### config.mk
export PLATFORM = sky130hd
export DESIGN_NAME = alu_issue_flat
export DESIGN_NICKNAME = d
export VERILOG_FILES = /design/src/rtl/cpu_pkg.sv /design/src/rtl/alu_issue_if.sv /design/src/rtl/alu_issue_alu.sv /design/src/rtl/alu_issue.sv /design/src/flat_wrapper.sv
export SDC_FILE = /design/constraint.sdc
export NUM_CORES = 1
export LEC_CHECK = 0
export ABC_AREA = 1
export CAP_MARGIN = 10
export CORE_ASPECT_RATIO = 0.6
export CORE_MARGIN = 10
export CORE_UTILIZATION = 50
export DETAILED_ROUTE_END_ITERATION = 8
export GPL_ROUTABILITY_DRIVEN = 1
export PLACE_DENSITY = 0.66
export SKIP_LAST_GASP = 1
export SLEW_MARGIN = 20
export SYNTH_ARGS = -nofsm -noshare
export SYNTH_HDL_FRONTEND = slang
export SYNTH_HIERARCHICAL = 1
export SYNTH_SLANG_ARGS = --single-unit
### constraint.sdc
create_clock -name clk -period 5.75 [get_ports clk]
set_clock_uncertainty 0.15 [all_clocks]
set_input_delay 1.15 -clock clk [delete_from_list [all_inputs] [get_ports clk]]
set_output_delay 1.15 -clock clk [all_outputs]
set_load 0.03 [all_outputs]
### src/rtl/cpu_pkg.sv
// cpu_pkg: shared datapath widths, ALU function codes, instruction field
// positions and issue-FSM state encoding for the alu_issue block.
// Ports: none (package).
package cpu_pkg;
    localparam int DW   = 12;
    localparam int NREG = 4;

    typedef enum logic [2:0] {
        F_ADD  = 3'd0,
        F_SUB  = 3'd1,
        F_AND  = 3'd2,
        F_OR   = 3'd3,
        F_XOR  = 3'd4,
        F_ROTL = 3'd5,
        F_ROTR = 3'd6,
        F_MOV  = 3'd7
    } func_t;

    localparam int FUNC_HI     = 15;
    localparam int FUNC_LO     = 13;
    localparam int RD_HI       = 12;
    localparam int RD_LO       = 11;
    localparam int RB_HI       = 10;
    localparam int RB_LO       = 9;
    localparam int CEN_BIT     = 8;
    localparam int IMM_SEL_BIT = 7;
    localparam int IMM_HI      = 6;
    localparam int IMM_LO      = 0;

    typedef enum logic [1:0] {
        S_IDLE = 2'd0,
        S_EXEC = 2'd1,
        S_RESP = 2'd2
    } state_t;
endpackage

### src/rtl/alu_issue_if.sv
// alu_issue_if: bundle of the alu_issue instruction, register-load and result
// handshakes plus the registered flags.
// Modports: master (instruction source / result sink), slave (alu_issue).
interface alu_issue_if;
    import cpu_pkg::*;
    logic          instr_valid;
    logic [15:0]   instr_data;
    logic          instr_ready;
    logic          wr_en;
    logic [1:0]    wr_addr;
    logic [DW-1:0] wr_data;
    logic          res_valid;
    logic          res_ready;
    logic [DW-1:0] res_data;
    logic          flag_carry;
    logic          flag_equ;
    logic          flag_ovf;

    modport master (
        output instr_valid, instr_data, wr_en, wr_addr, wr_data, res_ready,
        input  instr_ready, res_valid, res_data, flag_carry, flag_equ, flag_ovf
    );
    modport slave (
        input  instr_valid, instr_data, wr_en, wr_addr, wr_data, res_ready,
        output instr_ready, res_valid, res_data, flag_carry, flag_equ, flag_ovf
    );
endinterface

### src/rtl/alu_issue_alu.sv
// alu: combinational 12-bit ALU used by alu_issue.
// Ports: func (operation), a/b (operands), cin (carry/borrow in),
//        y (result), carry/ovf (only ADD/SUB, else 0), equ (a == b).
module alu
    import cpu_pkg::*;
(
    input  func_t         func,
    input  logic [DW-1:0] a,
    input  logic [DW-1:0] b,
    input  logic          cin,
    output logic [DW-1:0] y,
    output logic          carry,
    output logic          equ,
    output logic          ovf
);
    logic [DW:0] sum;
    logic [DW:0] dif;
    logic [3:0]  s;

    always_comb begin
        sum = {1'b0, a} + {1'b0, b} + {{DW{1'b0}}, cin};
        // carry out of SUB is the borrow; cin acts as borrow-in
        dif = {1'b0, a} - {1'b0, b} - {{DW{1'b0}}, cin};
        // rotate amount is b[3:0] reduced modulo the 12-bit width
        s = (b[3:0] >= 4'd12) ? b[3:0] - 4'd12 : b[3:0];
        case (func)
            F_ADD:   y = sum[DW-1:0];
            F_SUB:   y = dif[DW-1:0];
            F_AND:   y = a & b;
            F_OR:    y = a | b;
            F_XOR:   y = a ^ b;
            F_ROTL:  y = (a << s) | (a >> (4'd12 - s));
            F_ROTR:  y = (a >> s) | (a << (4'd12 - s));
            default: y = b;
        endcase
        carry = (func == F_ADD) ? sum[DW] : (func == F_SUB) ? dif[DW] : 1'b0;
        ovf   = (func == F_ADD) ? (a[DW-1] == b[DW-1]) && (y[DW-1] != a[DW-1]) :
                (func == F_SUB) ? (a[DW-1] != b[DW-1]) && (y[DW-1] != a[DW-1]) : 1'b0;
        equ   = a == b;
    end
endmodule

### src/rtl/alu_issue.sv
// alu_issue: single-issue wrapper around alu with a 4x12 register file,
// IDLE -> EXEC -> RESP handshake FSM and registered flags.
// Ports: clk, rst_n (async active-low), bus (alu_issue_if.slave: instruction
//        offer/accept, external register load, result handshake, flags).
// Optional feature: define ALU_ISSUE_IMM_EN to let instr bit 7 select the
//        zero-extended imm7 as operand B.
module alu_issue
    import cpu_pkg::*;
(
    input  logic       clk,
    input  logic       rst_n,
    alu_issue_if.slave bus
);
    state_t        state, state_nx;
    logic [DW-1:0] regs [NREG];
    func_t         func_q;
    logic [1:0]    rd_q;
    logic [DW-1:0] a_q, b_q;
    logic          cin_q;
    logic [DW-1:0] b_sel;
    logic [DW-1:0] y;
    logic          carry, equ, ovf;
    logic          accept;
    logic [15:0]   instr;
    logic [1:0]    rd, rb;

    assign instr  = bus.instr_data;
    assign rd     = instr[RD_HI:RD_LO];
    assign rb     = instr[RB_HI:RB_LO];
    assign accept = bus.instr_ready && bus.instr_valid;

`ifdef ALU_ISSUE_IMM_EN
    assign b_sel = instr[IMM_SEL_BIT] ? {{(DW-7){1'b0}}, instr[IMM_HI:IMM_LO]} : regs[rb];
`else
    logic unused_imm;
    assign unused_imm = ^instr[IMM_SEL_BIT:IMM_LO];
    assign b_sel = regs[rb];
`endif

    alu u_alu (
        .func  (func_q),
        .a     (a_q),
        .b     (b_sel_q()),
        .cin   (cin_q),
        .y     (y),
        .carry (carry),
        .equ   (equ),
        .ovf   (ovf)
    );

    function automatic logic [DW-1:0] b_sel_q();
        return b_q;
    endfunction

    always_ff @(posedge clk or negedge rst_n) begin
        if (!rst_n) state <= S_IDLE;
        else        state <= state_nx;
    end

    always_comb begin
        state_nx        = state;
        bus.instr_ready = 1'b0;
        bus.res_valid   = 1'b0;
        case (state)
            S_IDLE: begin
                bus.instr_ready = 1'b1;
                if (bus.instr_valid) state_nx = S_EXEC;
            end
            S_EXEC: state_nx = S_RESP;
            S_RESP: begin
                bus.res_valid = 1'b1;
                if (bus.res_ready) state_nx = S_IDLE;
            end
            default: state_nx = S_IDLE;
        endcase
    end

    // operands are captured at accept so later register loads cannot disturb them
    always_ff @(posedge clk or negedge rst_n) begin
        if (!rst_n) begin
            func_q <= F_ADD;
            rd_q   <= '0;
            a_q    <= '0;
            b_q    <= '0;
            cin_q  <= 1'b0;
        end else if (accept) begin
            func_q <= func_t'(instr[FUNC_HI:FUNC_LO]);
            rd_q   <= rd;
            a_q    <= regs[rd];
            b_q    <= b_sel;
            cin_q  <= bus.flag_carry & instr[CEN_BIT];
        end
    end

    // EXEC writeback takes priority over an external load to the same register
    always_ff @(posedge clk or negedge rst_n) begin
        if (!rst_n) begin
            for (int i = 0; i < NREG; i++) regs[i] <= '0;
        end else begin
            for (int i = 0; i < NREG; i++)
                if (state == S_EXEC && rd_q == 2'(i)) regs[i] <= y;
                else if (bus.wr_en && bus.wr_addr == 2'(i)) regs[i] <= bus.wr_data;
        end
    end

    always_ff @(posedge clk or negedge rst_n) begin
        if (!rst_n) begin
            bus.res_data   <= '0;
            bus.flag_carry <= 1'b0;
            bus.flag_equ   <= 1'b0;
            bus.flag_ovf   <= 1'b0;
        end else if (state == S_EXEC) begin
            bus.res_data   <= y;
            bus.flag_carry <= carry;
            bus.flag_equ   <= equ;
            bus.flag_ovf   <= ovf;
        end
    end
endmodule

### src/flat_wrapper.sv
// flat-port wrapper written by rule: the top's interface ports become plain ports
module alu_issue_flat import cpu_pkg::*;
  (clk, rst_n, bus_instr_valid, bus_instr_data, bus_wr_en, bus_wr_addr, bus_wr_data, bus_res_ready, bus_instr_ready, bus_res_valid, bus_res_data, bus_flag_carry, bus_flag_equ, bus_flag_ovf);
  alu_issue_if bus_i ();
  input  logic clk;
  input  logic rst_n;
  input wire logic [$bits(bus_i.instr_valid)-1:0] bus_instr_valid;
  input wire logic [$bits(bus_i.instr_data)-1:0] bus_instr_data;
  input wire logic [$bits(bus_i.wr_en)-1:0] bus_wr_en;
  input wire logic [$bits(bus_i.wr_addr)-1:0] bus_wr_addr;
  input wire logic [$bits(bus_i.wr_data)-1:0] bus_wr_data;
  input wire logic [$bits(bus_i.res_ready)-1:0] bus_res_ready;
  output wire logic [$bits(bus_i.instr_ready)-1:0] bus_instr_ready;
  output wire logic [$bits(bus_i.res_valid)-1:0] bus_res_valid;
  output wire logic [$bits(bus_i.res_data)-1:0] bus_res_data;
  output wire logic [$bits(bus_i.flag_carry)-1:0] bus_flag_carry;
  output wire logic [$bits(bus_i.flag_equ)-1:0] bus_flag_equ;
  output wire logic [$bits(bus_i.flag_ovf)-1:0] bus_flag_ovf;
  assign bus_i.instr_valid = bus_instr_valid;
  assign bus_i.instr_data = bus_instr_data;
  assign bus_i.wr_en = bus_wr_en;
  assign bus_i.wr_addr = bus_wr_addr;
  assign bus_i.wr_data = bus_wr_data;
  assign bus_i.res_ready = bus_res_ready;
  assign bus_instr_ready = bus_i.instr_ready;
  assign bus_res_valid = bus_i.res_valid;
  assign bus_res_data = bus_i.res_data;
  assign bus_flag_carry = bus_i.flag_carry;
  assign bus_flag_equ = bus_i.flag_equ;
  assign bus_flag_ovf = bus_i.flag_ovf;
  alu_issue u_core (.clk(clk), .rst_n(rst_n), .bus(bus_i));
endmodule
# After elaboration in Yosys (flattened, before gate mapping)
# Cells that the tools add are included.
op_classes:
  add_sub_neg: 6
  magnitude_cmp: 3
  eq_ne: 20
  shifts: 4
  n_mux: 25
  bitwise: 8
  reduce_logical: 20
op_table:
  columns: ["operator", "count"]
  rows:
  - ["two-way mux 12 bit", 12]
  - ["case mux 12 bit (7 select lines)", 1]
  - ["binary-select mux 12 bit (select 2 bit)", 2]
  - ["OR 12 bit", 3]
  - ["<< shifter 12 x 4 -> 12 bit", 2]
  - [">> shifter 12 x 4 -> 12 bit", 2]
  - ["adder 12 x 12 -> 13 bit", 1]
  - ["adder 13 x 1 -> 13 bit", 1]
  - ["subtractor 12 x 12 -> 13 bit", 1]
  - ["subtractor 13 x 1 -> 13 bit", 1]
  - ["AND 12 bit", 1]
  - ["== test 12 bit", 1]
  - ["XOR 12 bit", 1]
  - ["logical AND 1 bit", 11]
  - ["== test 2 bit, second input constant", 5]
  - ["== test 3 bit, second input constant", 3]
  - ["nonzero test 2 bit", 4]
  - ["== test 2 x 1 -> 1 bit, second input constant", 3]
  - ["== test 3 x 2 -> 1 bit, second input constant", 2]
  - ["greater-or-equal comparator 3 bit, second input constant", 2]
  - ["zero test 2 bit", 3]
  - ["two-way mux 1 bit", 6]
  - ["NOT 2 -> 3 bit", 2]
  - ["case mux 2 bit (3 select lines)", 1]
  - ["other kinds (12)", 15]
word_totals:
  register_bits: 95
  in_bits: 35
  out_inout_bits: 17
  word_cells: 100

# Depth between registers and ports, before layout
# Gate-level depths: netlist of the first run.
depth:
  depth_word: 10
  mapped_depth: 22
  mapped_depth_nobuf: 20

# Cells and area by module
# Netlist of the first run, hierarchy kept.
modules_own_cells:
  columns: ["mod", "instances", "cells_per_inst", "area_per_inst_um2", "seq_area_each_um2"]
  rows:
  - ["alu_issue", 1, 745, 5119.9, 2377.3]
  - ["alu", 1, 710, 3713.6, 0.0]

# Least setup slack after synthesis of the first run
# Ideal clock, no wire load.
synth_timing:
  kind: "register -> register"
  start: "reg u_core.b_q[1]"
  end: "reg u_core/regs[38] in the netlist's numbering"
  setup_time_ps: 117
  arrival_ps: 2699
  t_required_ps: 5483
  slack_ps: 2784
  stages_incl_launch_ff: 16
  path_buffers: 3
  period_less_slack_ps: 2966
  path_cell_list: "dfrtp_1 > clkinv_1 > clkbuf_1 > ha_1 > inv_1 > clkbuf_1 > buf_2 > nand2_1 > o211ai_1 > a21oi_1 > o21ai_0 > nand4_1 > nor2_1 > nand2_1 > nand3_1 > nand2_1"
synth_between:
  elab_chain_len: 7
  word_cells_on_any_way: 16
  classes_between: "add/sub: 6; order compare: 1; shift: 4; mux: 3; bitwise: 2"
synth_rtl:
  columns: ["item", "line_no", "source"]
  rows:
  - ["start: declaration", "alu_issue.sv:18", "logic [DW-1:0] a_q, b_q;"]
  - ["start signal: assignment", "alu_issue.sv:90", "b_q <= b_sel;"]
  - ["subtractor 4 bit or greater-or-equal comparator 4 bit (tied branches)", "alu_issue_alu.sv:25", "s = (b[3:0] >= 4'd12) ? b[3:0] - 4'd12 : b[3:0];"]
  - ["two-way mux 4 bit", "alu_issue_alu.sv:25", null]
  - ["subtractor 4 bit", "alu_issue_alu.sv:32, alu_issue_alu.sv:33", null]
  - ["<< shifter 12 x 4 -> 12 bit or >> shifter 12 x 4 -> 12 bit (tied branches)", "alu_issue_alu.sv:33, alu_issue_alu.sv:32", null]
  - ["OR 12 bit (on tied branches)", "alu_issue_alu.sv:33, alu_issue_alu.sv:32", null]
  - ["case mux 12 bit (7 select lines) *", "alu_issue_alu.sv:26", "case (func)"]
  - ["named net u_core.y[2]", "alu_issue.sv:21", "logic [DW-1:0] y;"]
  - ["two-way mux 12 bit *", "alu_issue.sv:101", "if (state == S_EXEC && rd_q == 2'(i)) regs[i] <= y;"]
  - ["end signal: indexed assignment", "alu_issue.sv:101", null]
  - ["end signal: indexed assignment", "alu_issue.sv:102", "else if (bus.wr_en && bus.wr_addr == 2'(i)) regs[i] <= bus.wr_data;"]
  - ["end: declaration", "alu_issue.sv:15", "logic [DW-1:0] regs [NREG];"]
# The timed path passes the listed nets; every way through them passes the cells marked *.
# A chain may end at the register's enable or synchronous reset.

# Final worst setup path of the first run
layout_timing:
  start: "reg u_core.b_q[0]"
  end: "reg u_core/regs[14] in the netlist's numbering"
# The elaborated chain is that of the path after synthesis.

==> results of run 1 <==
registers in the layout, indices dropped and copies added, names as in the netlist:
register               flops
u_core/a_q                12
u_core/bus.flag_carry      1
u_core/func_q              3
u_core/bus.flag_equ        1
u_core/regs               48
u_core/state               2
u_core/b_q                12
u_core/rd_q                2
u_core/bus.flag_ovf        1
u_core/bus.res_data       12
u_core/cin_q               1
worst reg2reg max path, delay by kind of cell (launching register included):
kind,cells,cell delay (ns)
and+or+nand+nor,8,1.49
adders and majority gates,2,0.70
AOI/OAI and AO/OA,1,0.69
buffers and inverters,3,0.63
DFF,1,0.36
area by class of cell:
cell class,instances,area [sq um]
clock buffers,9,225
clock inverters,6,118
flip-flops and latches,95,2380
well taps,234,293
repair buffers,57,533
multi-input cells,1121,5480
inverters,183,687
fillers,1783,7500
through the flow:
step | area (sq um) | setup slack, ns | util [%] | hold slack (ns) | std cells
after floorplan | 8830 | 2.78 | - | 0.299 | 1455
after global placement | 9370 | 1.87 | 54.4 | 0.315 | 1690
after detailed placement | 9370 | 1.77 | 54.4 | 0.315 | 1690
after CTS | 9720 | 1.76 | 56.4 | 0.334 | 1705
after global routing | 9720 | 1.45 | 56.4 | 0.355 | 1705
final | 9720 | 1.61 | 56.4 | 0.332 | 1705
worst min path at each step:
stage,from,endpoint,slack (ns),cells after the start
floorplan,u_core/regs[15]$_DFFE_PN0P_,u_core/regs[15]$_DFFE_PN0P_,0.30,2
global placement,u_core/regs[15]$_DFFE_PN0P_,u_core/regs[15]$_DFFE_PN0P_,0.32,2
detailed placement,u_core/regs[16]$_DFFE_PN0P_,u_core/regs[16]$_DFFE_PN0P_,0.31,2
CTS,u_core/regs[16]$_DFFE_PN0P_,u_core/regs[16]$_DFFE_PN0P_,0.33,2
global route,u_core/regs[45]$_DFFE_PN0P_,u_core/regs[45]$_DFFE_PN0P_,0.36,2
finish,u_core/regs[45]$_DFFE_PN0P_,u_core/regs[45]$_DFFE_PN0P_,0.33,2
per-layer routing:
metal	track usage [%]	routed length (um)	share of wire, %	vias up
li1	-	-	-	4684
met1	44.5	16300	49	4533
met2	32.8	11600	35	549
met3	10.1	4710	14	30
met4	5.39	427	1.3	0
met5	0	0	0	-
cell usage after synthesis, types with 2 or more instances:
library cell    n
nand2_1       558
nand3_1       180
inv_1         168
dfrtp_1        95
o21ai_0        91
nor2_1         83
ha_1           48
a21oi_1        37
buf_2          24
clkbuf_1       19
o211ai_1       17
nand4_1        15
inv_2          12
o21ai_1        11
nand2_2         8
o22ai_1         8
nor2_2          7
o21a_1          6
o221ai_1        6
buf_4           5
or2_2           5
buf_6           4
fa_1            4
nor3_1          4
xor2_1          4
a211oi_1        3
a22oi_1         3
buf_1           3
clkinv_1        3
o2111ai_1       3
a2111oi_0       2
a31oi_1         2
nand2_4         2
nand3b_1        2
nor2_4          2
nor4_1          2
xnor2_1         2
cells by family (layout without fill, tap and decap cells):
logic type               Yosys count  count (layout)
AND/OR/NAND/NOR                  872             872
AO/OA/AOI/OAI                    191             191
XOR/XNOR                           6               6
flip-flops                        95              95
adder cells (fa/ha/maj)           52              52
buffers and inverters            239             255
==> impl_metrics.json, run 1 <==
{
  "grt_max_degree": 52,
  "timing_worst_slew_pin_value_ns": 1.06,
  "final_hold_viol_count": 0,
  "avgSynthCellArea_sq_um": 6.07,
  "cts_setup_buffers": 0,
  "post-route-period-util_pct": 72.0,
  "routed_via_density": 5.75,
  "cts-resized-gates": 0,
  "timing.critical_path.depth": 14,
  "layout_commonest_cell": "nand2_1",
  "min-delay-path-class": "flip-flop to flip-flop",
  "nNetsFinal": 1554,
  "start_kind": "flip-flop",
  "fp.dieW_um": 192,
  "final-setup-viol-count": 0,
  "path_max_fanout": 21,
  "synth_simple_gate_area_share_pct": 41.4,
  "status": "complete, no violations",
  "diodes": 0,
  "critPathBufInv": 3,
  "drive_above_1_share_pct": 4.69,
  "ff2ff_setup_slack_ns": 1.61,
  "grt_overflow_total": 0,
  "ios": 52,
  "cts_hold_buf": 0,
  "synth_edf_count": 0,
  "drcViolationCount": 0,
  "cts_buffer_depth": 2,
  "insertion_delay_ns": 0.35,
  "crit_family": "simple AND/OR/NAND/NOR gates",
  "crit_end": "u_core/regs[14]$_DFFE_PN0P_",
  "yosys.area.top_type_share_pct": 26.9,
  "die_h_um": 123,
  "syn_nets": 1542,
  "yosysUniqueCellTypes": 44,
  "routed_wl_um": 33000,
  "first_pass_iters": 5,
  "slowest_stage": "a2111oi_0",
  "ant_nets": 0,
  "num_vias": 9796,
  "portBuffers": 43,
  "cap_violations": 0,
  "numCtsBuffers": 9,
  "synth-async-reset-ratio_pct": 100,
  "synthFlopType": "dfrtp_1",
  "final_cell_mix": "558 x nand2_1, 180 x nand3_1, 168 x inv_1",
  "synth_seq_cells": 95,
  "grt_pass1_wl_um": 50200,
  "r2r_start": "u_core/b_q[0]$_DFFE_PN0P_",
  "numClockSinks": 95,
  "yosys.area.top_type": "dfrtp_1",
  "grt_setup_unrepaired": "no",
  "dieArea_sq_um": 23600,
  "syn_to_final_growth_pct": 10.0,
  "max_stage_delay_ns": 0.69,
  "cts_tree": "yes",
  "synth-seq-area-share_pct": 26.9,
  "crit_path_start": "u_core/b_q[0]$_DFFE_PN0P_",
  "cp_common_cell": "nand2_1",
  "synth-compound-area-share_pct": 12.3,
  "finalCriticalPeriod_ns": 4.14,
  "crit_path_cell_trace": "buf_4 > inv_2 > fa_1 > inv_1 > fa_1 > or2_2 > nand3_1 > nand2_1 > a2111oi_0 > nand4_1 > nor2_1 > nand2_1 > nand3_1 > nand2_1",
  "cts_root_buf": "clkbuf_16",
  "rows": 37,
  "maxSlewHeadroom_pct": 28.8,
  "yosysWarnings": 6,
  "place_congestion": 1.03,
  "finalMaxSlewViolations": 0,
  "synth-xor-area-share_pct": 0.595,
  "rr_endpoint": "u_core/regs[14]$_DFFE_PN0P_",
  "cp.arrival_ns": 4.23,
  "timing.fmax_mhz": 242,
  "synth_fa_ha_area_share_pct": 7.71,
  "ys_top_cells_by_area": "dfrtp_1 27%, nand2_1 24%, nand3_1 10%",
  "h-tree-depth": 3,
  "syn_area_sq_um": 8830,
  "path_clk_slew_ns": 0.07,
  "tns_ns": 0,
  "initial_utilization_pct": 51.3,
  "rr_worst_depth": 14,
  "drtIter0Drc": 1391,
  "endpoint_kind": "flip-flop",
  "wl_per_cell_um": 19.4,
  "syn_inst": 1455,
  "hpwl_um": 25800,
  "required_ns": 5.84,
  "synthMuxAreaShare_pct": 0,
  "critPathKind": "flip-flop to flip-flop",
  "coreArea_sq_um": 17200,
  "antenna_found_initial": 1,
  "grt.total_usage_pct": 27.7,
  "synth_top_family_by_area": "simple AND/OR/NAND/NOR gates",
  "grt_pass1_vias": 8465
}
Power of run 1 is not shown: default switching activity piles up to over one toggle a cycle in this logic, so the estimate is an artifact.
==> run 2, diff against run 1 <==
--- a/config.mk
+++ b/config.mk
@@ -12,7 +12,7 @@
 export CORE_UTILIZATION = 50
 export DETAILED_ROUTE_END_ITERATION = 8
 export GPL_ROUTABILITY_DRIVEN = 1
-export PLACE_DENSITY = 0.66
+export PLACE_DENSITY = 0.68
 export SKIP_LAST_GASP = 1
 export SLEW_MARGIN = 20
 export SYNTH_ARGS = -nofsm -noshare
==> constraint.sdc (replaced) <==
create_clock -name clk -period 3.6 [get_ports clk]
set_clock_uncertainty 0.15 [all_clocks]
set_input_delay 0.72 -clock clk [delete_from_list [all_inputs] [get_ports clk]]
set_output_delay 0.72 -clock clk [all_outputs]
set_load 0.03 [all_outputs]
==> run 2 against run 1 <==
Non-clock buffer count grew 57. Setup slack got worse by 1.4 ns. Sequential cell count is the same. Utilization up 2.4 points. Final cell count grew 3.4%. Maximum frequency rose by 22%. Worst hold slack worse by 0.048 ns. Critical endpoint unchanged. Highest routed layer is now met5.
==> impl_metrics.json, run 2 (synthesis gave the netlist of run 1 again) <==
{
  "r2r_start": "u_core/a_q[0]$_DFFE_PN0P_",
  "antenna_found_initial": 1,
  "timing.fmax_mhz": 295,
  "ant_nets": 0,
  "cts_hold_buf": 0,
  "post-route-period-util_pct": 94.1,
  "regMostFlops": "u_core/regs",
  "crit_path_cell_trace": "inv_1 > fa_1 > inv_1 > fa_1 > or2_2 > nand3_1 > nand2_1 > a2111oi_2 > buf_4 > nand4_1 > buf_4 > nor2_1 > nand2_1 > nand3_1 > nand2_1",
  "coreArea_sq_um": 17200,
  "routed_wl_um": 34600,
  "path_clk_slew_ns": 0.08,
  "rr_worst_depth": 15,
  "largest_reg_flops": 48,
  "num_vias": 10200,
  "syn_to_final_growth_pct": 14.7,
  "finalCriticalPeriod_ns": 3.39,
  "required_ns": 3.70,
  "cp.arrival_ns": 3.49,
  "wl_per_cell_um": 19.6,
  "cts_root_buf": "clkbuf_16",
  "fp.dieW_um": 192,
  "portBuffers": 43,
  "grt_max_degree": 58,
  "drtIter0Drc": 1543,
  "grt_pass1_wl_um": 52800,
  "place_congestion": 1.06,
  "die_h_um": 123,
  "slowest_stage": "dfrtp_1",
  "endpoint_kind": "flip-flop",
  "cp_common_cell": "nand2_1",
  "crit_family": "simple AND/OR/NAND/NOR gates",
  "cts_setup_buffers": 0,
  "rows": 37,
  "timing_worst_slew_pin_value_ns": 0.804,
  "hpwl_um": 27300,
  "numCtsBuffers": 9,
  "cts-resized-gates": 0,
  "grt_busiest_layer": "met1",
  "h-tree-depth": 3,
  "finalMaxSlewViolations": 0,
  "grt.total_usage_pct": 29.0,
  "cts_buffer_depth": 2,
  "ios": 52,
  "critPathKind": "flip-flop to flip-flop",
  "timing.critical_path.depth": 15,
  "final-setup-viol-count": 0,
  "layout_commonest_cell": "nand2_1",
  "first_pass_iters": 7,
  "final_hold_viol_count": 0,
  "grt_setup_unrepaired": "no",
  "insertion_delay_ns": 0.36,
  "cap_violations": 0,
  "critPathBufInv": 4,
  "grtUsageMet1_pct": 45.8,
  "stdcell_count": 1763,
  "numClockSinks": 95,
  "start_kind": "flip-flop",
  "drive_above_1_share_pct": 8.37,
  "grt_pass1_vias": 8909,
  "min-delay-path-class": "input port to asynchronous set/reset pin",
  "grt_overflow_total": 0,
  "drcViolationCount": 0,
  "status": "complete, no violations",
  "rr_endpoint": "u_core/regs[14]$_DFFE_PN0P_",
  "cts_tree": "yes",
  "initial_utilization_pct": 51.3,
  "max_stage_delay_ns": 0.50,
  "dp.cells": 1747,
  "final_cell_mix": "558 x nand2_1, 180 x nand3_1, 167 x inv_1",
  "use_met2_pct": 34.1,
  "dieArea_sq_um": 23600,
  "diodes": 0,
  "tns_ns": 0,
  "routed_via_density": 5.80,
  "grt.met3_usage_pct": 12.4,
  "path_max_fanout": 4,
  "ff2ff_setup_slack_ns": 0.21,
  "nNetsFinal": 1611,
  "maxSlewHeadroom_pct": 46.3
}
## run 2: cell types whose count changed in the layout (fill, tap and decap cells not counted), moves of 2 or more
cell / change
buf_12: +2
buf_4: +55
bufinv_16: -3
clkinv_4: +2
## run 2: metrics by stage
stage | hold WS [ns] | worst slack, ns | area, sq um | utilization, %
after floorplan | 0.274 | 0.634 | 8830 | -
after global placement | 0.315 | 0.182 | 9820 | 57.0
after detailed placement | 0.316 | 0.176 | 9820 | 57.0
after CTS | 0.313 | 0.155 | 10100 | 58.8
after global routing | 0.337 | 0.0282 | 10100 | 58.8
final | 0.284 | 0.211 | 10100 | 58.8
## run 2: how the worst max path moves through the flow
| stage | startpoint | endpoint | slack (ns) |
|---|---|---|---|
| after floorplan | u_core/b_q[1]$_DFFE_PN0P_ | u_core/regs[38]$_DFFE_PN0P_ | 0.63 |
| after global placement | u_core/a_q[0]$_DFFE_PN0P_ | u_core/regs[14]$_DFFE_PN0P_ | 0.18 |
| after detailed placement | u_core/a_q[0]$_DFFE_PN0P_ | u_core/regs[14]$_DFFE_PN0P_ | 0.18 |
| after CTS | u_core/a_q[0]$_DFFE_PN0P_ | u_core/regs[14]$_DFFE_PN0P_ | 0.16 |
| after global routing | u_core/a_q[0]$_DFFE_PN0P_ | u_core/regs[16]$_DFFE_PN0P_ | 0.03 |
| final | u_core/a_q[0]$_DFFE_PN0P_ | u_core/regs[14]$_DFFE_PN0P_ | 0.21 |
## run 2: cell type report
class	count	area, sq um
Fill cell	1770	7090
Multi-Input combinational cell	1121	5490
Sequential cell	95	2380
Timing Repair Buffer	114	986
Inverter	183	687
Tap cell	234	293
Clock buffer	10	239
Clock inverter	6	62.6
## run 2: per-layer routing
layer  wire length, um  up-vias
li1                  -     4797
met1             16200     4740
met2             12200      641
met3              5670       38
met4               451        2
met5                72        -
Power of run 2 is left out for the same reason.
==> run 3, diff against run 2 <==
==> constraint.sdc (replaced) <==
create_clock -name clk -period 3.6 [get_ports clk]
set_clock_uncertainty 0.15 [all_clocks]
set_input_delay 0.72 -clock clk [delete_from_list [all_inputs] [get_ports clk]]
set_output_delay 0.72 -clock clk [all_outputs]
set_load 0.02 [all_outputs]
==> results of run 3 <==
The final DEF is identical to that of run 2; final timing and power are the same.
Power of run 3 is left out for the same reason.
